`src/rtl/pipe_stage_reg.sv`:
```
// Pipeline register between two CPU stages: valid/ready handshake, flush squash, stall-cycle counter.
// Latency: 1 cycle from accept to out_valid when the stage is free.
// Backpressure: base in_ready = ~out_valid | out_ready; with PIPE_SKID_BUF_EN a skid entry makes in_ready a flop.
module pipe_stage_reg #(
  parameter int unsigned       DATA_W    = 32,
  parameter logic [DATA_W-1:0] RESET_VAL = '0,
  parameter int unsigned       CNT_W     = 16
) (
  input  logic              clock,
  input  logic              reset,
  input  logic              in_valid,
  output logic              in_ready,
  input  logic [DATA_W-1:0] in_data,
  output logic              out_valid,
  input  logic              out_ready,
  output logic [DATA_W-1:0] out_data,
  input  logic              flush,
  output logic [CNT_W-1:0]  stall_cnt
);

  localparam logic [CNT_W-1:0] CNT_MAX = {CNT_W{1'b1}};
  localparam logic [CNT_W-1:0] CNT_ONE = {{(CNT_W-1){1'b0}}, 1'b1};

  // Main (output-facing) register
  logic              valid_q, valid_d;
  logic [DATA_W-1:0] data_q,  data_d;
  // Stall-cycle counter
  logic [CNT_W-1:0]  cnt_q,   cnt_d;

  assign out_valid = valid_q;
  assign out_data  = data_q;
  assign stall_cnt = cnt_q;

  // Saturating count of cycles where a valid payload is refused downstream; only reset clears it.
  always_comb begin
    cnt_d = cnt_q;
    if (valid_q && !out_ready && (cnt_q != CNT_MAX)) begin
      cnt_d = cnt_q + CNT_ONE;
    end
  end

`ifdef PIPE_SKID_BUF_EN
  // Skid entry catches the payload accepted while main is full and stalled,
  // so in_ready depends only on a flop and never on out_ready.
  logic              skid_vld_q, skid_vld_d;
  logic [DATA_W-1:0] skid_dat_q, skid_dat_d;
  logic              accept;
  logic              deliver;

  assign in_ready = ~skid_vld_q;
  assign accept   = in_valid & in_ready;
  assign deliver  = valid_q & out_ready;

  // Next state: flush wins; a full skid refills main on deliver; otherwise route in_data to main or skid.
  always_comb begin
    valid_d    = valid_q;
    data_d     = data_q;
    skid_vld_d = skid_vld_q;
    skid_dat_d = skid_dat_q;
    if (flush) begin
      valid_d    = 1'b0;
      skid_vld_d = 1'b0;
    end else if (skid_vld_q) begin
      // in_ready is low here, so nothing new arrives this cycle
      if (deliver) begin
        data_d     = skid_dat_q;
        skid_vld_d = 1'b0;
      end
    end else if (!valid_q || deliver) begin
      // Main is free (or freeing): bypass the skid to keep 1-cycle latency
      valid_d = accept;
      if (accept) begin
        data_d = in_data;
      end
    end else if (accept) begin
      skid_vld_d = 1'b1;
      skid_dat_d = in_data;
    end
  end

  // Skid register state; reset empties it.
  always_ff @(posedge clock) begin
    if (reset) begin
      skid_vld_q <= 1'b0;
      skid_dat_q <= RESET_VAL;
    end else begin
      skid_vld_q <= skid_vld_d;
      skid_dat_q <= skid_dat_d;
    end
  end
`else
  // Single-entry stage: ready whenever the held payload is absent or leaving this cycle.
  assign in_ready = ~valid_q | out_ready;

  // Next state: flush squashes (and discards a same-cycle accept); otherwise load when ready.
  always_comb begin
    valid_d = valid_q;
    data_d  = data_q;
    if (flush) begin
      valid_d = 1'b0;
    end else if (in_ready) begin
      valid_d = in_valid;
      if (in_valid) begin
        data_d = in_data;
      end
    end
  end
`endif

  // Main register and counter; reset overrides flush and handshakes. out_data keeps its value when idle.
  always_ff @(posedge clock) begin
    if (reset) begin
      valid_q <= 1'b0;
      data_q  <= RESET_VAL;
      cnt_q   <= '0;
    end else begin
      valid_q <= valid_d;
      data_q  <= data_d;
      cnt_q   <= cnt_d;
    end
  end

endmodule

```
`config.mk`:
```
export PLATFORM = sky130hd
export DESIGN_NAME = pipe_stage_reg
export DESIGN_NICKNAME = d
export VERILOG_FILES = /design/src/rtl/pipe_stage_reg.sv
export SDC_FILE = /design/constraint.sdc
export NUM_CORES = 1
export LEC_CHECK = 0
export CORE_MARGIN = 4
export CORE_UTILIZATION = 41
export CTS_CLUSTER_SIZE = 30
export DETAILED_ROUTE_END_ITERATION = 8
export PLACE_DENSITY = 0.79
export SLEW_MARGIN = 20
export SYNTH_ARGS = -nofsm -noshare
export SYNTH_HDL_FRONTEND = slang
export SYNTH_SLANG_ARGS = --single-unit
```
`constraint.sdc`:
```
create_clock -name clock -period 1.85 [get_ports clock]
set_input_delay 0.2775 -clock clock [delete_from_list [all_inputs] [get_ports clock]]
set_output_delay 0.2775 -clock clock [all_outputs]
set_load 0.01 [all_outputs]
```
==> results of run 1 <==
## stage by stage
stage,power [mW],hold WS [ns],instances,utilization
2_1_floorplan,1.22,0.357,243,-
3_3_place_gp,1.39,0.441,384,0.662
3_5_place_dp,1.39,0.446,384,0.662
4_1_cts,2.00,0.458,392,0.681
5_1_grt,2.06,0.476,392,0.681
6_report,1.98,0.457,392,0.681
## area by class of cell
cell class / instances / area share
repair buffers: 101 / 0.324
flip-flops and latches: 49 / 0.320
multi-input cells: 177 / 0.302
clock buffers: 7 / 0.0249
well taps: 52 / 0.0212
inverters: 5 / 0.00612
clock inverters: 1 / 0.00245
## cells in the mapped netlist (all sizes together)
| master | instances |
|---|---|
| nand3b | 1 |
| mux2i | 1 |
| clkbuf | 12 |
| dfxtp | 49 |
| o2111ai | 1 |
| o31ai | 3 |
| o311ai | 1 |
| inv | 5 |
| nand3 | 4 |
| a211oi | 1 |
| nor3 | 4 |
| nand4 | 5 |
| nor3b | 1 |
| and3 | 2 |
| o41ai | 2 |
| and4b | 1 |
| or3 | 6 |
| o31a | 1 |
| and3b | 1 |
| a21oi | 42 |
| xor2 | 1 |
| ha | 1 |
| or4 | 6 |
| and4 | 1 |
| nand2 | 74 |
| nor2b | 3 |
| nor2 | 5 |
| o21ai | 7 |
| nor4 | 2 |
## layout by cell type (no fill, tap or decap), types with 5 or more instances in the layout
| cell type | count |
|---|---|
| a21oi_1 | 42 |
| buf_4 | 13 |
| clkbuf_8 | 5 |
| clkdlybuf4s50_1 | 85 |
| dfxtp_1 | 49 |
| inv_1 | 5 |
| nand2_1 | 74 |
| nor2_1 | 5 |
| o21ai_0 | 7 |
| or3_1 | 6 |
| or4_1 | 6 |
## path summary, 6_finish.rpt
| path | end | slack [ns] | depth (start not counted) |
|---|---|---|---|
| max reg2reg | stall_cnt[13] | 0.14 | 4 |
| min reg2reg | out_data[5] | 0.46 | 2 |
| min | out_data[5] | 0.46 | 2 |
| max | in_ready | 0.1 | 4 |
## power by group through the flow
stage | clock network [mW] | registers (mW) | logic [mW]
2_1_floorplan | 0 | 1.15 | 0.0727
3_3_place_gp | 0 | 1.13 | 0.260
3_5_place_dp | 0 | 1.13 | 0.263
4_1_cts | 0.634 | 1.10 | 0.264
5_1_grt | 0.673 | 1.11 | 0.283
6_report | 0.614 | 1.10 | 0.261
## state kept, by name, indices dropped and copies added, names as in the netlist
name,count
stall_cnt,16
out_data,32
out_valid,1
## layer usage
layer / track usage / part of all wire / up-vias
met5: 0 / 0 / -
met4: 0.0658 / 0.012 / 0
met3: 0.0667 / 0.083 / 7
met2: 0.292 / 0.48 / 64
met1: 0.195 / 0.42 / 915
li1: - / - / 1033
## cells by family (layout without fill, tap and decap cells)
logic type                 Yosys count  after routing
DFF                                 49             49
muxes                                1              1
buffers and inverters               17            114
xor gates and xnor gates             1              1
and+or+nand+nor                    116            116
adders and majority gates            1              1
AOI/OAI and AO/OA                   58             58
## worst min-delay path: stages (launching register included)
cell	delay, ns
dfxtp_1	0.32
nand2_1	0.05
a21oi_1	0.05
==> flow_metrics.py, run 1 <==
metrics = {
    "clock_tree": {
        "clockRootBuffer": "clkbuf_8",
        "cts_num_sinks": 49,
        "holdBufCountCts": 0,
        "cts_tree": "yes",
        "cts_setup_buffers": 0,
        "htree_levels": 2,
        "postCtsResizedCells": 0,
        "path_clk_slew_ns": 0.09,
        "cts_buffers": 5,
        "clock_latency_ns": 0.30,
        "clock_path_buffers": 2,
    },
    "floorplan": {
        "design.die.area_um2": 5960,
        "die_w_um": 77.2,
        "start_util": 0.436,
        "core_um2": 4500,
        "num_rows": 24,
        "die_h_um": 77.2,
        "ios": 87,
    },
    "timing": {
        "fin_crit_ns": 1.75,
        "grt_setup_unrepaired": "false",
        "layout_setup_ws_ns": 0.0997,
        "setup_viol": 0,
        "worst_slew_pin_slew_ns": 0.643,
        "setup_tns_ns": 0,
        "finalHoldViolations": 0,
        "max_freq_mhz": 571,
        "slew_headroom": 0.571,
        "drv_slew": 0,
        "fin_crit_sh": 0.946,
        "skew_ns": 0.00346,
    },
    "global_routing": {
        "grt_pass1_vias": 1863,
        "antenna_found_initial": 0,
        "grt_max_degree": 36,
        "grt_pass1_wl_mm": 8.49,
        "overflow": 0,
        "grt_usage": 0.172,
    },
    "setup_path": {
        "cp_slowest_cell": "clkdlybuf4s50_1",
        "cpMostUsedCell": "clkdlybuf4s50_1",
        "cp.required_ns": 1.57,
        "cp-startpoint": "out_ready",
        "crit_path_end_kind": "output pin",
        "crit_chain": "clkdlybuf4s50_1 -> nor2b_2 -> inv_1 -> clkdlybuf4s50_1",
        "crit_buf_inv": 3,
        "crit_path_start_kind": "input pin",
        "path_class": "in -> out",
        "crit_path_max_incr_delay_ns": 0.48,
        "crit_arrival_ns": 1.47,
        "crit_family": "buffers and inverters",
        "r2r_start": "stall_cnt[4]",
        "crit_path_max_fanout": 3,
    },
    "finish": {
        "stdcell_area_um2": 3070,
        "layout.nets": 377,
        "multi_input_area_um2": 926,
        "n_antenna_cell": 0,
        "fillCellCount": 403,
        "ff_latch_area_um2": 981,
        "final_layout_size_suffix_gt1_frac": 0.0794,
        "area_growth_pct": 56.3,
    },
    "flow_run": {
        "maxCapViolCount": 0,
    },
    "power_and_ir_drop": {
        "comb_power_share": 0.132,
        "ir_drop_v": 0.000475,
        "swShare": 0.237,
        "intPower_mw": 1.51,
        "clock_power_share": 0.310,
        "sequentialPowerShare": 0.558,
        "leakagePower_nw": 1.10,
        "p_switching_mw": 0.469,
        "power_density_nw_per_um2": 645,
    },
    "route": {
        "first_pass_iters": 4,
        "drtAntennaViolNets": 0,
        "routed_wl_mm": 5.15,
        "post_drt_wl_per_cell_um": 13.1,
        "drc": 0,
        "dr_total_vias": 2019,
        "detail_route.vias_per_cell": 5.15,
        "drt_iter0_drc": 194,
    },
    "yosys": {
        "synth_nets": 281,
        "yosysWarningCount": 0,
        "synth.area.mux_share": 0.00510,
        "synth_top_cell_by_area": "dfxtp_1",
        "synth_area_um2": 1960,
        "synth_compound_area_frac": 0.163,
        "synth_top_family_by_area": "simple AND/OR/NAND/NOR gates",
        "syn_inst": 243,
        "ys_seq_area_frac": 0.500,
        "yosys.area.top_type_share": 0.500,
        "yosysUniqueCellTypes": 31,
        "synth_simple_gate_area_frac": 0.289,
        "yosys.area_share.adder": 0.00637,
        "avgSynthCellArea_um2": 8.08,
        "synth_xor_area_frac": 0.00446,
        "ys_top_cells_by_area": "dfxtp_1, nand2_1, a21oi_1, clkbuf_1, or4_1",
        "synth-seq-cells": 49,
    },
    "placement": {
        "postPlaceCellArea_um2": 2980,
        "gp_congestion": 0.802,
        "hpwl_mm": 3.71,
        "place_ws_ns": -0.131,
        "portBuffers": 86,
    },
    "worst_hold_path": {
        "hp-start": "out_data[5]",
        "min_path_type": "reg -> reg",
    },
    "status": {
        "outcome": "completed",
    },
}
(Power assumes the default switching activity.)
==> run 2: changes to the inputs <==
CORE_UTILIZATION = 50   (was 41)
DONT_BUFFER_PORTS = 1   (was default)
PLACE_DENSITY = default   (was 0.79)
==> flow_metrics.py, run 2 (same netlist as run 1, synthesis figures left out) <==
metrics = {
    "timing": {
        "setup_viol": 0,
        "slew_headroom": 0.685,
        "worst_slew_pin_slew_ns": 0.465,
        "max_freq_mhz": 586,
        "fin_crit_sh": 0.922,
        "drv_slew": 0,
        "skew_ns": 0.00625,
        "fin_crit_ns": 1.71,
        "setup_tns_ns": 0,
        "grt_setup_unrepaired": "false",
        "finalHoldViolations": 0,
    },
    "power_and_ir_drop": {
        "sequentialPowerShare": 0.606,
        "swShare": 0.234,
        "power_density_nw_per_um2": 831,
        "p_switching_mw": 0.435,
        "intPower_mw": 1.42,
        "ir_drop_v": 0.000523,
        "clock_power_share": 0.351,
        "comb_power_share": 0.043,
        "leakagePower_nw": 0.815,
    },
    "clock_tree": {
        "cts_buffers": 5,
        "htree_levels": 2,
        "clockRootBuffer": "clkbuf_8",
        "cts_num_sinks": 49,
        "clock_path_buffers": 2,
        "holdBufCountCts": 0,
        "path_clk_slew_ns": 0.09,
        "clock_latency_ns": 0.30,
        "cts_tree": "yes",
    },
    "route": {
        "detail_route.vias_per_cell": 5.82,
        "routed_wl_mm": 4.86,
        "drc": 0,
        "drtAntennaViolNets": 0,
        "post_drt_wl_per_cell_um": 15.9,
        "drt_iter0_drc": 95,
        "dr_total_vias": 1780,
        "first_pass_iters": 4,
    },
    "floorplan": {
        "start_util": 0.528,
        "die_h_um": 70.7,
        "die_w_um": 70.7,
        "num_rows": 22,
        "design.die.area_um2": 4990,
        "core_um2": 3720,
        "ios": 87,
    },
    "finish": {
        "largest_register_ff_count": 32,
        "layout_commonest_cell": "nand2_1",
        "utilization": 0.602,
        "stdcell_area_um2": 2240,
        "area_growth_pct": 14.0,
        "fillCellCount": 344,
        "n_antenna_cell": 0,
        "final_layout_size_suffix_gt1_frac": 0.128,
        "final_cell_mix": "nand2_1, dfxtp_1, a21oi_1, buf_4, o21ai_0",
        "layout.nets": 295,
    },
    "setup_path": {
        "crit_path_start_kind": "flop",
        "path_class": "reg -> reg",
        "r2r_cells": 4,
        "cp.required_ns": 2.09,
        "crit_arrival_ns": 1.95,
        "crit_path_end_kind": "flop",
        "r2r_start": "stall_cnt[4]",
        "crit_chain": "and3_1 -> nand4_1 -> or4_1 -> a21oi_1",
        "cp_slowest_cell": "or4_1",
        "r2r_slack_ns": 0.14,
        "crit_path_max_fanout": 5,
        "r2r_end": "stall_cnt[15]",
        "crit_path_max_incr_delay_ns": 0.53,
    },
    "global_routing": {
        "grt_pass1_vias": 1692,
        "grt_max_degree": 52,
        "overflow": 0,
        "grt_pass1_wl_mm": 7.84,
        "antenna_found_initial": 0,
        "grt_usage": 0.194,
    },
    "worst_hold_path": {
        "holdPathEnd": "stall_cnt[6]",
        "hp-start": "reset",
        "whs_path_depth": 1,
        "min_path_type": "in -> reg",
    },
    "status": {
        "outcome": "completed",
    },
    "placement": {
        "postPlaceCellArea_um2": 2120,
        "gp_congestion": 0.819,
        "portBuffers": 0,
        "hpwl_mm": 3.54,
    },
    "flow_run": {
        "maxCapViolCount": 0,
    },
}
-- run 2: worst max path at each step --
| stage | cells after the start | slack [ns] | startpoint | end |
|---|---|---|---|---|
| floorplan | 6 | 0.18 | stall_cnt[0] | stall_cnt[14] |
| global placement | 4 | 0.19 | stall_cnt[10] | stall_cnt[15] |
| detailed placement | 5 | 0.06 | stall_cnt[0] | stall_cnt[14] |
| CTS | 5 | 0.04 | stall_cnt[0] | stall_cnt[14] |
| global route | 4 | 0.01 | stall_cnt[4] | stall_cnt[9] |
| finish | 4 | 0.14 | stall_cnt[4] | stall_cnt[15] |
-- run 2: routing by layer --
layer	global-route usage	share of wire	up-vias	wire, um
li1	-	-	869	-
met1	0.208	0.37	815	1790
met4	0.0919	0.027	0	133
met2	0.320	0.49	84	2380
met5	0	0	-	0
met3	0.0980	0.11	12	554
-- run 2: stage by stage --
step / cells / setup slack (ns) / power [mW] / hold slack [ns]
6_report: 306 / 0.144 / 1.86 / 0.0322
5_1_grt: 306 / 0.0113 / 1.96 / 0.00436
4_1_cts: 303 / 0.0448 / 1.89 / 0.0227
3_5_place_dp: 295 / 0.0606 / 1.23 / 0.353
3_3_place_gp: 295 / 0.193 / 1.23 / 0.351
2_1_floorplan: 243 / 0.182 / 1.22 / 0.357
-- run 2: critical path: cells and delay by family, from the launching register on --
| family | cells | cell delay [ns] |
|---|---|---|
| compound gates | 1 | 0.15 |
| flops | 1 | 0.45 |
| simple gates | 3 | 1.04 |
-- run 2: power by group through the flow --
stage	sequential [mW]	combinational (mW)	clock [mW]
floorplan	1.15	0.0727	0
global placement	1.15	0.0752	0
detailed placement	1.15	0.0820	0
CTS	1.13	0.0821	0.679
global route	1.13	0.0929	0.736
finish	1.13	0.0804	0.652
-- run 2: cell type report --
cell class	count	area (um2)	share of cell area
sequential	49	982	0.439
multi-input combinational	177	925	0.413
timing repair buffer	19	155	0.0694
clock buffer	6	82.6	0.0369
tap	48	60.1	0.0268
inverter	5	18.8	0.00839
clock inverter	2	13.8	0.00615
-- run 2: timing repair --
action                                  CTS  global route
gates resized for setup                   0             3
endpoints found under the setup margin    0             7
setup buffers                             0             3
==> run 3: changes to the inputs <==
ABC_AREA = 1   (was default)
==> flow_metrics.py, run 3 <==
metrics = {
    "floorplan": {
        "start_util": 0.527,
        "die_h_um": 73.4,
        "num_rows": 23,
        "core_um2": 4060,
        "design.die.area_um2": 5390,
        "ios": 87,
        "die_w_um": 73.4,
    },
    "clock_tree": {
        "cts_setup_buffers": 0,
        "cts_num_sinks": 49,
        "postCtsResizedCells": 0,
        "htree_levels": 2,
        "clock_latency_ns": 0.30,
        "clockRootBuffer": "clkbuf_8",
        "holdBufCountCts": 0,
        "cts_buffers": 5,
        "path_clk_slew_ns": 0.09,
        "clock_path_buffers": 2,
        "cts_tree": "yes",
    },
    "setup_path": {
        "critPathCapture": "stall_cnt[15]",
        "crit_path_max_fanout": 12,
        "crit_path_end_kind": "flop",
        "r2r_cells": 6,
        "cp.required_ns": 2.05,
        "r2r_end": "stall_cnt[15]",
        "cp-startpoint": "stall_cnt[0]",
        "path_class": "reg -> reg",
        "crit_path_start_kind": "flop",
        "crit_arrival_ns": 1.85,
        "r2r_start": "stall_cnt[0]",
        "r2r_slack_ns": 0.20,
    },
    "timing": {
        "setup_tns_ns": 0,
        "drv_slew": 0,
        "fin_hold_ws_ns": 0.0292,
        "skew_ns": 0.00319,
        "fin_crit_ns": 1.65,
        "setup_viol": 0,
        "max_freq_mhz": 606,
        "fin_crit_sh": 0.892,
        "worst_slew_pin_slew_ns": 0.935,
        "grt_setup_unrepaired": "false",
        "finalHoldViolations": 0,
        "slew_headroom": 0.376,
    },
    "power_and_ir_drop": {
        "clock_power_share": 0.352,
        "power_mw": 1.98,
        "power_density_nw_per_um2": 869,
        "p_switching_mw": 0.487,
        "sequentialPowerShare": 0.585,
        "leakagePower_nw": 0.902,
        "swShare": 0.245,
        "comb_power_share": 0.063,
        "intPower_mw": 1.50,
        "ir_drop_v": 0.000437,
    },
    "status": {
        "outcome": "completed",
    },
    "global_routing": {
        "grt_usage": 0.186,
        "overflow": 0,
        "antenna_found_initial": 0,
        "grt_pass1_vias": 1793,
        "grt_max_degree": 36,
        "grt_pass1_wl_mm": 7.89,
    },
    "yosys": {
        "ys_top_cells_by_area": "dfxtp_1, nor2_1, o21ai_0, nand2_1, nand3_1",
        "syn_inst": 309,
        "ys_top_cells_by_count": "nor2_1, dfxtp_1, nand2_1",
        "avgSynthCellArea_um2": 6.92,
        "synth-seq-cells": 49,
        "synthArstFlopShare": 0,
        "yosys.area.top_type_share": 0.458,
        "yosysWarningCount": 0,
        "yosysUniqueCellTypes": 22,
        "synth_flop_cell": "dfxtp_1",
        "yosysMostFrequentCell": "nor2_1",
        "synth_area_um2": 2140,
        "ys_seq_area_frac": 0.458,
        "synth_edf_count": 0,
        "synth_top_cell_by_area": "dfxtp_1",
        "synth_nets": 347,
    },
    "route": {
        "dr_total_vias": 1868,
        "routed_wl_mm": 4.76,
        "post_drt_wl_per_cell_um": 13.2,
        "drc": 0,
        "first_pass_iters": 5,
        "drtAntennaViolNets": 0,
        "drt_iter0_drc": 120,
        "detail_route.vias_per_cell": 5.19,
    },
    "placement": {
        "portBuffers": 0,
        "gp_congestion": 0.897,
        "hpwl_mm": 3.52,
        "postPlaceCellArea_um2": 2180,
    },
    "finish": {
        "layout_commonest_cell": "nor2_1",
        "stdcell_area_um2": 2280,
        "area_growth_pct": 6.73,
        "layout.nets": 347,
        "n_antenna_cell": 0,
        "final_layout_size_suffix_gt1_frac": 0.0935,
        "utilization": 0.563,
        "final_cell_mix": "nor2_1, dfxtp_1, nand2_1, o21ai_0, inv_1",
        "largest_register_ff_count": 32,
    },
    "flow_run": {
        "maxCapViolCount": 0,
    },
    "worst_hold_path": {
        "min_path_type": "in -> reg",
        "whs_path_depth": 1,
    },
}
[run 3: worst max-delay path, stage by stage, from the launching register on]
cell and delay (ns):
dfxtp_1 0.46, ha_1 0.25, nand3_2 0.16, nor2_4 0.17, nand3_2 0.23, a21oi_1 0.23
nor2_1 0.06
[run 3: worst min-delay path by stage]
| stage | start | to | slack, ns |
|---|---|---|---|
| global route | reset | stall_cnt[9] | 0.01 |
| detailed placement | reset | stall_cnt[9] | 0.35 |
| floorplan | reset | stall_cnt[9] | 0.34 |
| finish | reset | stall_cnt[9] | 0.03 |
| CTS | reset | stall_cnt[9] | 0.01 |
| global placement | reset | stall_cnt[9] | 0.35 |
[run 3: logic make-up (layout without fill, tap and decap cells)]
kind of cell | Yosys count | after routing | share of synthesized area
compound gates | 46 | 46 | 0.109
xor+xnor | 1 | 1 | 0.00409
fa+ha+maj | 1 | 1 | 0.00585
buf+inv | 32 | 33 | 0.0696
flops | 49 | 49 | 0.458
simple gates | 180 | 180 | 0.353
[run 3: per-layer routing]
layer / global-route usage / routed length (um)
met1: 0.231 / 2090
met2: 0.292 / 2120
met3: 0.0684 / 476
met4: 0.0765 / 78
met5: 0 / 0
[run 3: through the flow]
| stage | cells | setup WS (ns) |
|---|---|---|
| 3_5_place_dp | 352 | 0.236 |
| 2_1_floorplan | 309 | 0.415 |
| 4_1_cts | 360 | 0.225 |
| 3_3_place_gp | 352 | 0.264 |
| 5_1_grt | 360 | 0.0504 |
| 6_report | 360 | 0.200 |
[run 3: power by group through the flow]
| stage | Combinational, mW | Clock, mW | Sequential (mW) |
|---|---|---|---|
| after global placement | 0.127 | 0 | 1.19 |
| after detailed placement | 0.129 | 0 | 1.19 |
| after global routing | 0.156 | 0.762 | 1.17 |
| after CTS | 0.129 | 0.732 | 1.16 |
| final | 0.126 | 0.698 | 1.16 |
| after floorplan | 0.106 | 0 | 1.18 |
[run 3: area by class of cell]
cell class	count	area (um2)
clock buffers	7	96.3
multi-input cells	228	1010
flip-flops and latches	49	981
clock inverters	1	8.76
inverters	20	75.1
fillers	411	1770
repair buffers	5	50.0
well taps	50	62.6
